File: src/rtl/bit_serializer.sv
// rtl/bit_serializer.sv - parallel-to-serial shifter with one-entry hold register
// Define SERIALIZER_LSB_FIRST_EN for LSB-first emission; MSB-first otherwise.
module bit_serializer #(
    parameter int   WIDTH      = 8,
    parameter logic IDLE_LEVEL = 1'b0
) (
    input  logic             clk,
    input  logic             reset,
    input  logic [WIDTH-1:0] in_data,
    input  logic             in_valid,
    output logic             in_ready,
    output logic             bit_out,
    output logic             bit_valid,
    output logic             word_done,
    output logic             busy
);

    localparam int CNT_W = (WIDTH > 1) ? $clog2(WIDTH) : 1;
    localparam logic [CNT_W-1:0] CNT_LAST = CNT_W'(WIDTH - 1);

    typedef enum logic {
        IDLE,
        SHIFT
    } state_t;

    state_t           state_q, state_d;
    logic [CNT_W-1:0] cnt_q, cnt_d;
    logic [WIDTH-1:0] sr_q, sr_d;
    logic [WIDTH-1:0] hd_q, hd_d;
    logic             hd_full_q, hd_full_d;

    logic accept;
    logic load_evt;
    logic out_bit;

    assign accept   = in_valid && !hd_full_q;
    assign load_evt = (state_q == IDLE) || (cnt_q == CNT_LAST);

`ifdef SERIALIZER_LSB_FIRST_EN
    assign out_bit = sr_q[0];
`else
    assign out_bit = sr_q[WIDTH-1];
`endif

    always_comb begin
        state_d   = state_q;
        cnt_d     = cnt_q;
        sr_d      = sr_q;
        hd_d      = hd_q;
        hd_full_d = hd_full_q;

        if (load_evt) begin
            // Held word has priority; a new offer waits until the hold slot frees.
            if (hd_full_q) begin
                sr_d      = hd_q;
                hd_full_d = 1'b0;
                state_d   = SHIFT;
                cnt_d     = '0;
            end else if (accept) begin
                sr_d    = in_data;
                state_d = SHIFT;
                cnt_d   = '0;
            end else begin
                state_d = IDLE;
                cnt_d   = '0;
            end
        end else begin
            cnt_d = cnt_q + CNT_W'(1);
`ifdef SERIALIZER_LSB_FIRST_EN
            sr_d  = sr_q >> 1;
`else
            sr_d  = sr_q << 1;
`endif
            if (accept) begin
                hd_d      = in_data;
                hd_full_d = 1'b1;
            end
        end
    end

    always_ff @(posedge clk or posedge reset) begin
        if (reset) begin
            state_q   <= IDLE;
            cnt_q     <= '0;
            sr_q      <= '0;
            hd_q      <= '0;
            hd_full_q <= 1'b0;
        end else begin
            state_q   <= state_d;
            cnt_q     <= cnt_d;
            sr_q      <= sr_d;
            hd_q      <= hd_d;
            hd_full_q <= hd_full_d;
        end
    end

    assign in_ready  = !hd_full_q;
    assign bit_valid = (state_q == SHIFT);
    assign bit_out   = (state_q == SHIFT) ? out_bit : IDLE_LEVEL;
    assign word_done = (state_q == SHIFT) && (cnt_q == CNT_LAST);
    assign busy      = (state_q == SHIFT) || hd_full_q;

endmodule

File: config.mk
export PLATFORM = sky130hd
export DESIGN_NAME = bit_serializer
export DESIGN_NICKNAME = d
export VERILOG_FILES = /design/src/rtl/bit_serializer.sv
export SDC_FILE = /design/constraint.sdc
export NUM_CORES = 1
export LEC_CHECK = 0
export BUFFER_PORTS_ARGS = -buffer_cell sky130_fd_sc_hd__buf_2
export CAP_MARGIN = 20
export CORE_MARGIN = 4
export CORE_UTILIZATION = 30
export DETAILED_ROUTE_END_ITERATION = 12
export SYNTH_ARGS = -nofsm -noshare
export SYNTH_HDL_FRONTEND = slang
export SYNTH_SLANG_ARGS = --single-unit
File: constraint.sdc
create_clock -name clk -period 2.3 [get_ports clk]
set_input_delay 0.115 -clock clk [delete_from_list [all_inputs] [get_ports clk]]
set_output_delay 0.115 -clock clk [all_outputs]
set_load 0.01 [all_outputs]
==> impl_metrics.tcl <==
set metrics [dict create \
    path_cells "ha_1 > ha_1 > nor2b_4 > and3_4 > mux2_4" \
    criticalPathCategory "reg -> reg" \
    antenna_found_initial 0 \
    fin_skew_ns 0.00992 \
    busiest_layer "met2" \
    dpl.hpwl_mm 1.35 \
    netlist_top_cells_area "dfrtp_1 (52%), mux2_4 (12%), o21ai_0 (7.4%), a211oi_1 (5.2%), nor2b_1 (4.3%)" \
    stdcell_count 148 \
    tightest_slew_ns 0.776 \
    final_area_um2 1140 \
    ys_warn_count 0 \
    placedInstanceArea_um2 1110 \
    core_area_um2 3130 \
    tns_ns 0 \
    synth_ff_type "dfrtp_1" \
    use_met3_pct 3.74 \
    start_util_pct 32.3 \
    crit_buf_inv 0 \
    start_kind "flop" \
    arrival_ns 1.87 \
    min_period_ns 1.67 \
    setup_violations 0 \
    synth_enable_flop_cells 0 \
    io-pin-count 16 \
    path_delay_family "simple AND/OR/NAND/NOR gates" \
    finalMaxSlewViolations 0 \
    critPathLaunch "cnt_q[0]" \
    fin_util_pct 36.6 \
    met2_usage_pct 16.4 \
    num_rows 20 \
    drcViolationCount 0 \
    rsz0062_at_grt "false" \
    crit_path_max_incr_delay_ns 0.40 \
    met1_usage_pct 13.3 \
    die-area_um2 4360 \
    p_leak_nw 0.525 \
    layout.nets 118 \
    totalWireLength_mm 2.01 \
    tritoncts "built" \
    dp.cells 143 \
    area_growth_pct 13.4 \
    seq_area_frac_synth_pct 52.0 \
    maxClockFrequency_ghz 0.597 \
    ir_worst_vdd_mv 0.284 \
    grt_pass1_vias 705 \
    die_h_um 66.0 \
    vias 666 \
    crit_path_top_delay_cell "dfrtp_1" \
    clock_latency_ns 0.30 \
    combPwrFrac_pct 37.7 \
    timing.max_cap.violations 0 \
    cp_common_cell "ha_1" \
    grt_max_degree 22 \
    grtUsageTotal_pct 10.5 \
    fp.dieW_um 66.0 \
    ant_nets 0 \
    switching_share_pct 33.4 \
    netlist_area_um2 1010 \
    hold_violations 0 \
    synth_top_area_share_pct 52.0 \
    clkPwrFrac_pct 14.0 \
    synthCells 89 \
    wl_per_cell_um 13.6 \
    sequentialPowerShare_pct 48.3 \
    max_slew_margin_pct 48.2 \
    io_buffers 15 \
    clockBufferDepth 2 \
    p_per_area_nw_per_um2 1120 \
    clockRootBuffer "clkbuf_4" \
    grt_pass1_wl_mm 3.45 \
    ys_types 19 \
    path_clk_slew_ns 0.13 \
    end_kind "flop" \
    drt_first_iter_violations 25 \
    status "finished clean" \
    min_path_type "in -> reg" \
    worstHoldStart "in_data[7]" \
    worstPathMaxFanout 8 \
    r2r_start "cnt_q[0]" \
    async_reset_ff_share_pct 100 \
    place_congestion 0.651 \
    grt_overflow 0 \
    cts_buffers 3 \
    drt-vias-per-instance 4.50 \
    synthTopCellsByCount "dfrtp_1 (21), o21ai_0 (15), mux2_4 (8), nand2_1 (8)" \
    drive_gt1_share_pct 29.8 \
    final.period_utilization_pct 72.8 \
    power_switching_w 0.000429 \
    yosysTopAreaCell "dfrtp_1" \
    drt_first_pass_iters 4 \
    synth_nets 102 \
    required_ns 2.49 \
    clock_sinks 21 \
    antennaDiodeCount 0 \
    ys_ff_latch 21 \
    yosysMostFrequentCell "dfrtp_1" \
    htreeDepth 1 \
    syn-mean-instance-area_um2 11.3 \
    p_int_w 0.000853 \
]
## per-layer routing
layer	part of all wire, %	wire (um)	vias to the layer above
met5	0	0	-
met4	1.3	27	0
met3	5.0	101	2
met2	46	927	14
met1	47	949	316
li1	-	-	334
## layout make-up
| class | count | area [um2] |
|---|---|---|
| fillers | 317 | 1980 |
| flip-flops and latches | 21 | 526 |
| multi-input cells | 60 | 437 |
| repair buffers | 17 | 92.6 |
| well taps | 44 | 55.1 |
| clock buffers | 3 | 22.5 |
| inverters | 2 | 7.51 |
| clock inverters | 1 | 5.00 |
## state kept, by name, indices dropped and copies added, names as in the netlist
register and count:
bit_valid 1, hd_q 8, cnt_q 3, sr_q 8
hd_full_q 1
## power by group through the flow
stage | clock, W | combinational, W | sequential [W]
after detailed placement | 0 | 0.000487 | 0.000623
after floorplan | 0 | 0.000414 | 0.000584
after global routing | 0.000200 | 0.000550 | 0.000638
after CTS | 0.000187 | 0.000491 | 0.000621
final | 0.000180 | 0.000483 | 0.000619
after global placement | 0 | 0.000468 | 0.000619
## metrics by stage
stage | hold WS [ns] | setup WS [ns] | power (W)
final | 0.0465 | 0.626 | 0.00128
after detailed placement | 0.300 | 0.626 | 0.00111
after global placement | 0.288 | 0.664 | 0.00109
after global routing | 0.0346 | 0.542 | 0.00139
after floorplan | 0.0915 | 0.576 | 0.000998
after CTS | 0.0351 | 0.604 | 0.00130
## cell families (layout without fill, tap and decap cells)
group / after synthesis / in the layout / synth area share [%]
DFF: 21 / 21 / 52.0
adders and majority gates: 2 / 2 / 2.48
and+or+nand+nor: 26 / 26 / 14.7
muxes: 9 / 9 / 12.9
AOI/OAI and AO/OA: 23 / 23 / 13.1
buffers and inverters: 8 / 23 / 4.71
## what timing repair did
action,in CTS,in global routing
gates resized for setup,0,0
hold endpoints to repair,21,0
buffers inserted,0,0
hold buffers,1,0
## layout by cell type, fill, tap and decap left out, drive strengths merged, types with 2 or more instances in the layout
master / Yosys / layout
nor2: 3 / 3
mux2: 8 / 8
nand2: 8 / 8
inv: 2 / 2
ha: 2 / 2
dfrtp: 21 / 21
and2: 4 / 4
clkbuf: 2 / 3
a211oi: 7 / 7
nor2b: 8 / 8
buf: 4 / 16
o21ai: 15 / 15
## path summary, 6_finish.rpt
path / to / slack [ns] / cells past startpoint
max: hd_q[2] / 0.63 / 5
min: hd_q[7] / 0.05 / 2
max reg2reg: hd_q[2] / 0.63 / 5
min reg2reg: cnt_q[0] / 0.45 / 1
max in group asynchronous: cnt_q[0] / 1.33 / 3
min in group asynchronous: hd_q[7] / 0.48 / 3
Note: power is estimated with default switching activity, not from simulation.
